==> src/rtl/booth_pp_accumulator.sv <==
// Multi-cycle summation of one radix-4 Booth partial-product set (17 terms plus correction bits) into a 64-bit product.
// Latency: N = ceil(17/PP_PER_CYCLE) cycles from capture to Out_Valid, or 1..N with BOOTH_PP_ACC_EARLY_EXIT_EN defined.
// Backpressure: In_Ready only in IDLE; Product/Out_Valid held in DONE until Out_Ready, then back to IDLE.
module booth_pp_accumulator #(
  parameter int PP_PER_CYCLE = 2
) (
  input  logic        Clk,
  input  logic        Rst,
  input  logic        In_Valid,
  output logic        In_Ready,
  input  logic [33:0] PP0,
  input  logic [33:0] PP1,
  input  logic [33:0] PP2,
  input  logic [33:0] PP3,
  input  logic [33:0] PP4,
  input  logic [33:0] PP5,
  input  logic [33:0] PP6,
  input  logic [33:0] PP7,
  input  logic [33:0] PP8,
  input  logic [33:0] PP9,
  input  logic [33:0] PP10,
  input  logic [33:0] PP11,
  input  logic [33:0] PP12,
  input  logic [33:0] PP13,
  input  logic [33:0] PP14,
  input  logic [33:0] PP15,
  input  logic [31:0] PP16,
  input  logic [15:0] Error_Correction,
  output logic        Out_Valid,
  input  logic        Out_Ready,
  output logic [63:0] Product,
  output logic        Busy
);

  localparam int N  = (17 + PP_PER_CYCLE - 1) / PP_PER_CYCLE;
  localparam int NT = N * PP_PER_CYCLE;
  localparam int IW = $clog2(NT);

  typedef enum logic [1:0] {IDLE, ACCUM, DONE} state_t;

  state_t          state, state_nxt;
  logic [33:0]     pp_r [16];
  logic [31:0]     pp16_r;
  logic [15:0]     ec_r;
  logic [63:0]     acc;
  logic [63:0]     grp;
  logic [63:0]     acc_sum;
  logic [IW-1:0]   idx;
  logic [63:0]     t [NT];
  logic            last_grp;
  logic            finish;

  // Term table padded with zeros so every group reads a full PP_PER_CYCLE slots.
  always_comb begin
    for (int i = 0; i < NT; i++) t[i] = '0;
    for (int i = 0; i < 16; i++)
      t[i] = ({{30{pp_r[i][33]}}, pp_r[i]} + {63'd0, ec_r[i]}) << (2 * i);
    t[16] = {pp16_r, 32'd0};
  end

  always_comb begin
    grp = '0;
    for (int j = 0; j < PP_PER_CYCLE; j++)
      grp = grp + t[idx + IW'(j)];
  end

  assign acc_sum  = acc + grp;
  assign last_grp = (int'(idx) + PP_PER_CYCLE >= 17);

`ifdef BOOTH_PP_ACC_EARLY_EXIT_EN
  logic rem_zero;

  always_comb begin
    rem_zero = (pp16_r == '0);
    for (int k = 0; k < 16; k++)
      if (k >= int'(idx) && (pp_r[k] != '0 || ec_r[k]))
        rem_zero = 1'b0;
  end

  assign finish = last_grp || rem_zero;
`else
  assign finish = last_grp;
`endif

  always_ff @(posedge Clk) begin
    if (Rst) state <= IDLE;
    else     state <= state_nxt;
  end

  always_comb begin
    state_nxt = state;
    In_Ready  = 1'b0;
    Out_Valid = 1'b0;
    Busy      = 1'b1;
    case (state)
      IDLE: begin
        In_Ready = 1'b1;
        Busy     = 1'b0;
        if (In_Valid) state_nxt = ACCUM;
      end
      ACCUM: begin
        if (finish) state_nxt = DONE;
      end
      DONE: begin
        Out_Valid = 1'b1;
        if (Out_Ready) state_nxt = IDLE;
      end
      default: state_nxt = IDLE;
    endcase
  end

  always_ff @(posedge Clk) begin
    if (Rst) begin
      acc     <= '0;
      idx     <= '0;
      Product <= '0;
    end else begin
      case (state)
        IDLE: begin
          if (In_Valid) begin
            pp_r[0]  <= PP0;
            pp_r[1]  <= PP1;
            pp_r[2]  <= PP2;
            pp_r[3]  <= PP3;
            pp_r[4]  <= PP4;
            pp_r[5]  <= PP5;
            pp_r[6]  <= PP6;
            pp_r[7]  <= PP7;
            pp_r[8]  <= PP8;
            pp_r[9]  <= PP9;
            pp_r[10] <= PP10;
            pp_r[11] <= PP11;
            pp_r[12] <= PP12;
            pp_r[13] <= PP13;
            pp_r[14] <= PP14;
            pp_r[15] <= PP15;
            pp16_r   <= PP16;
            ec_r     <= Error_Correction;
            acc      <= '0;
            idx      <= '0;
          end
        end
        ACCUM: begin
          // On an early exit the remaining group is all zeros, so acc_sum equals acc.
          if (finish) begin
            Product <= acc_sum;
          end else begin
            acc <= acc_sum;
            idx <= idx + IW'(PP_PER_CYCLE);
          end
        end
        default: ;
      endcase
    end
  end

endmodule

==> config.mk <==
export PLATFORM = sky130hd
export DESIGN_NAME = booth_pp_accumulator
export DESIGN_NICKNAME = d
export VERILOG_FILES = /design/src/rtl/booth_pp_accumulator.sv
export SDC_FILE = /design/constraint.sdc
export NUM_CORES = 2
export LEC_CHECK = 0
export CAP_MARGIN = 30
export CORE_UTILIZATION = 34
export DETAILED_ROUTE_END_ITERATION = 6
export DONT_BUFFER_PORTS = 1
export PLACE_DENSITY_LB_ADDON = 0.15
export SLEW_MARGIN = 20
export SYNTH_ARGS = -nofsm -noshare
export SYNTH_HDL_FRONTEND = slang
export SYNTH_SLANG_ARGS = --single-unit
==> constraint.sdc <==
create_clock -name Clk -period 21.4 [get_ports Clk]
set_input_delay 2.14 -clock Clk [delete_from_list [all_inputs] [get_ports Clk]]
set_output_delay 2.14 -clock Clk [all_outputs]
set_load 0.02 [all_outputs]
# ---- Yosys cells after proc, flatten, opt, wreduce, memory -nomap -nowiden
# Memories as Yosys holds them, arrays and structs flattened.
# Cells that the tools add are included.
# W data, S select, Z words.
dict set report totals {
  regBits 183
  ramBits 544
  in_bits 596
  out_inout_bits 67
  wordCells 69
  memories 1
}
dict set report op_classes {
  n_addsub 21
  order_cmp 3
  n_eq_ne 6
  n_mux 23
  bitwise_logic 3
  reduce_logical 6
}
# name depth width rd rd_clocked_by_memory_dff write_ports line_no
set mem_list {}
lappend mem_list {pp_r 16 34 16 0 16 42} ;# logic [33:0] pp_r [16];
# operator count
set ops {}
lappend ops {{$bmux W64 S5} 2}
lappend ops {{$add A34 B2 Y35} 15}
lappend ops {{$mux W64} 6}
lappend ops {{$add A64 B64 Y64} 2}
lappend ops {{$pmux W64 S2} 1}
lappend ops {{$add A34 B2 Y34} 1}
lappend ops {{$ge A6 B6 Y1 const B} 2}
lappend ops {{$not A5 Y6} 2}
lappend ops {{$mux W5} 2}
lappend ops {{$pmux W5 S2} 1}
lappend ops {{$reduce_and A3 Y1} 3}
lappend ops {{$ne A2 B2 Y1 const B} 4}
lappend ops {{$mux W1} 7}
lappend ops {{$add A5 B2 Y6 const B} 1}
lappend ops {{$ge A6 B5 Y1 const B} 1}
lappend ops {{$mux W2} 3}
lappend ops {{$pmux W2 S3} 1}
lappend ops {{$add A5 B1 Y5 const B} 1}
lappend ops {{$add A5 B2 Y5 const B} 1}
lappend ops {{$eq A2 B1 Y1 const B} 1}
lappend ops {{$eq A2 B2 Y1 const B} 1}
lappend ops {{$logic_not A2 Y1} 1}
lappend ops {{$reduce_and A2 Y1} 1}
lappend ops {{$reduce_bool A2 Y1} 1}
lappend ops {{$not A1 Y1} 1}

# ---- Longest topological paths before layout
dict set report depth {
  ltp_word 9
  mapped_depth 27
  depth_no_buf 25
}

# ---- Worst setup path after synthesis
# Ideal clock, no wire load.
dict set report synth_timing {
  path_type {in2reg}
  startpoint {input Rst}
  endpoint {memory pp_r[0][0] (enable)}
  setup_ns 0.984
  arrival_ns 14.893
  required_ns 20.416
  slack_ns 5.522
  cell_stages 3
  n_path_buf 1
  path_cell_list {inv_1 > clkbuf_1 > and3_1}
}
# element line_no
set synth_rtl {}
lappend synth_rtl {{start: declaration} 8} ;# input logic Rst,
lappend synth_rtl {{end: declaration} 42}

# ---- Worst setup path after layout
dict set report layout_timing {
  startpoint {register ec_r[0]}
  endpoint {register Product[46]}
}
dict set report layout_via {
  elab_chain_len 6
  word_cells_on_any_way 9
  cone_classes {add/sub (3); mux (6)}
}
# element line_no
set layout_lines {}
lappend layout_lines {{start: declaration} 44} ;# logic [15:0] ec_r;
lappend layout_lines {{start signal: assignment} 138} ;# ec_r <= Error_Correction;
lappend layout_lines {{$add A34 B2 Y35 (*)} 57} ;# t[i] = ({{30{pp_r[i][33]}}, pp_r[i]} + {63'd0, ec_r[i]}) << (2 * i);
lappend layout_lines {{$bmux W64 S5} 64} ;# grp = grp + t[idx + IW'(j)];
lappend layout_lines {{$mux W64 (not written as such) (2 in series)} 64}
lappend layout_lines {{$add A64 B64 Y64 (*)} 64}
lappend layout_lines {{$add A64 B64 Y64 (*)} 67} ;# assign acc_sum = acc + grp;
lappend layout_lines {{end signal: assignment} 146} ;# Product <= acc_sum;
lappend layout_lines {{end: declaration} 31} ;# output logic [63:0] Product,
# Mark *: on every way between the ends. The rest lies on a longest branch, timed or not. The select of a mux whose other input is x is not followed.
# A chain may end at the register's enable or synchronous reset.

==> impl_results.md <==
* Synth Instances at 3999
* Ys Warns at 0
* Worst path arrival time at 8270 ps
* Failing checks: design-rule violations
* Vias/cell at 5.69
* DP HPWL at 139 mm
* CTS tree: yes
* Final core area utilization at 0.384
* Clk sinks at 726
* Mapped cell area at 42600 um2
* Hold_sp: acc[41]$_SDFFE_PP0P_
* DP Area at 44400 um2
* Area grow syn2layout at 11.7%
* Layout cells sized above 1 at 0.0814
* CP peak stage delay at 840 ps
* Peak supply drop at 0.0000648 V
* CTS buffer count at 88
* Average wire per standard cell at 30.6 um
* Initial antenna violation count at 132
* Die H at 356 um
* # H-tree levels at 3
* Commonest non-fill, non-tap cell in the layout: edfxtp_1
* Critical Path Start Type: flop
* Final worst setup slack at 13790 ps
* TNS Setup at 0 ps
* Routability cong. at 0.928
* Slew @ Worst Pin at 1120 ps
* Slew Viols, Final at 0
* Clk pin slew, worst setup/hold paths at 60 ps
* Hold/Removal Path Class: flop to flop
* Hold Violations, Final at 0
* Crit path max-delay cell type: nor4_2
* Grt ovf at 0
* Reg2reg start: ec_r[0]$_DFFE_PP_
* Vias in the first global route at 31.3k
* Finish-stage setup viols at 0
* Fin crit share at 0.356
* CP Buf/Inv Count at 2
* Pwr per Cell Area at 95.3 nW/um2
* Worst slack at placement at 13700 ps
* Tot GR Track Use at 0.270
* Router iterations before antenna repair at 7
* Clock Tree Buf Depth at 3
* Critical path's top delay family: simple AND/OR/NAND/NOR gates
* Critical path type: flop to flop
* Nets at 4731
* Initial DRC Count at 2764
* Pleak at 16.3 nW
* Setup crit end kind: flop
* Top FF cell, synth: edfxtp_1
* Core region area at 124000 um2
* Number of synthesized register bits at 726
* Crit-path max FO at 6
* Post-synth EDFFs at 592
* Initial Utilization at 0.344
* Clk_lat worst skew at 730 ps
* CTS Root Cell: clkbuf_16
* Post-cts gate resize count at 0
* Sequence of cells on the critical path: ha_1, ha_1, nand4_1, nor4_2, and3_1, a21oi_1, o21ai_0, o21ai_0, a221oi_1, a211oi_1, a21oi_1, fa_1, inv_1, ha_1, inv_1, nor2_1, nand2_1, nor2_1, nand3_1, a211oi_1, nor2_1, o31ai_1, xor2_1, a31o_2
* Worst EP required at 22060 ps
* Post-CTS Repair Setup Buffers at 0
* Worst slew margin at 0.255
* Post-DRT Antenna Nets at 0
* Final wirelength at 175 mm
* Fmax at 0.131 GHz
* # rows at 129
* Post-synthesis sequential area ratio at 0.480
* Port-buffer cells at 0
* Share of synthesized registers carrying an async set or reset at 0
* First-pass GRT wire length at 242 mm
* Worst Setup SP: ec_r[0]$_DFFE_PP_
* Overall Power at 4.53 mW
* Status: finished with violations
* Final min period at 7610 ps
* DR vias at 32.5k
* Hold_buf cts at 0
* Die W at 356 um
* Finished layout cell area at 47600 um2
* Fillers at 12.3k
* DRC at 57
* Largest net degree at the start of global routing at 106
* I/O pin cnt at 663
* Max_cap viols at 0
* Syn Area/Cell at 10.7 um2
* Max Clock Skew at 40.2 ps
* Netlist cell types at 98
* Commonest non-fill, non-tap cells in the layout: edfxtp_1, nand2_1, xor2_1
* RSZ-0062 raised after global routing: no
* Full die area at 127000 um2
==> through the flow <==
step / instances / hold WS (ps)
after detailed placement: 5511 / 453
final: 5722 / 468
after global routing: 5706 / 500
after global placement: 5506 / 447
after CTS: 5672 / 472
after floorplan: 4000 / 425
==> Yosys cell counts, drive strengths merged (68+ instances only) <==
cell / instances / share of area
nor2: 291 / 0.026
ha: 99 / 0.029
inv: 134 / 0.012
xnor2: 273 / 0.056
and3: 112 / 0.017
a21oi: 211 / 0.025
nand3: 244 / 0.029
xor2: 298 / 0.061
nand2: 470 / 0.041
o21ai: 134 / 0.016
edfxtp: 592 / 0.42
dfxtp: 134 / 0.063
nand4: 138 / 0.021
mux4: 68 / 0.036
clkbuf: 129 / 0.013
==> final cells by class <==
class,count,area [um2],area share
repair buffers,50,499,0.0105
flip-flops and latches,726,20500,0.430
multi-input cells,2972,21000,0.441
clock inverters,53,654,0.0138
clock buffers,108,2330,0.0490
diodes,42,105,0.00221
inverters,134,508,0.0107
well taps,1637,2050,0.0430
==> kinds of logic after synthesis <==
kind of cell / synth area share
AOI/OAI and AO/OA: 0.103
xor gates and xnor gates: 0.118
adders and majority gates: 0.0592
buffers and inverters: 0.0288
DFF: 0.480
muxes: 0.0383
other: 0.0000880
and+or+nand+nor: 0.172
==> metal layers <==
metal  track usage  wire length, um  share of wire  vias up
met5             0              454         0.0026        -
met4        0.0750             3890          0.022       74
met3        0.0769            15400          0.088      330
met2         0.417            78500           0.45     1296
met1         0.369            76900           0.44    16200
li1              -                -              -    14700
==> worst reg2reg max path, cell delays in order (launching register included) <==
cell and delay (ps):
edfxtp_1 360, ha_1 170, ha_1 200, nand4_1 480, nor4_2 850, and3_1 370, a21oi_1 110, o21ai_0 410
o21ai_0 160, a221oi_1 350, a211oi_1 220, a21oi_1 270, fa_1 440, inv_1 70, ha_1 270, inv_1 160
nor2_1 260, nand2_1 110, nor2_1 340, nand3_1 190, a211oi_1 580, nor2_1 280, o31ai_1 340, xor2_1 360
a31o_2 210
==> flip-flops by register name, indices dropped and copies added, names as in the netlist <==
register	flops
Product	64
idx	4
acc	64
pp16_r	32
state	2
ec_r	16
pp_r	544
==> path summary, 6_finish.rpt <==
check                             end  slack [ps]  cells past startpoint
min reg2reg      acc[41]$_SDFFE_PP0P_         470                      2
max          Product[46]$_SDFFE_PP0P_       13790                     24
min              acc[41]$_SDFFE_PP0P_         470                      2
max reg2reg  Product[46]$_SDFFE_PP0P_       13790                     24
==> where the power goes <==
| part | internal [mW] | switching, mW | total, mW |
|---|---|---|---|
| Sequential | 1.62 | 0.0857 | 1.71 |
| Combinational | 0.433 | 0.838 | 1.27 |
| Clock | 0.895 | 0.659 | 1.55 |
| Total | 2.95 | 1.58 | 4.53 |
(Power assumes the default switching activity.)
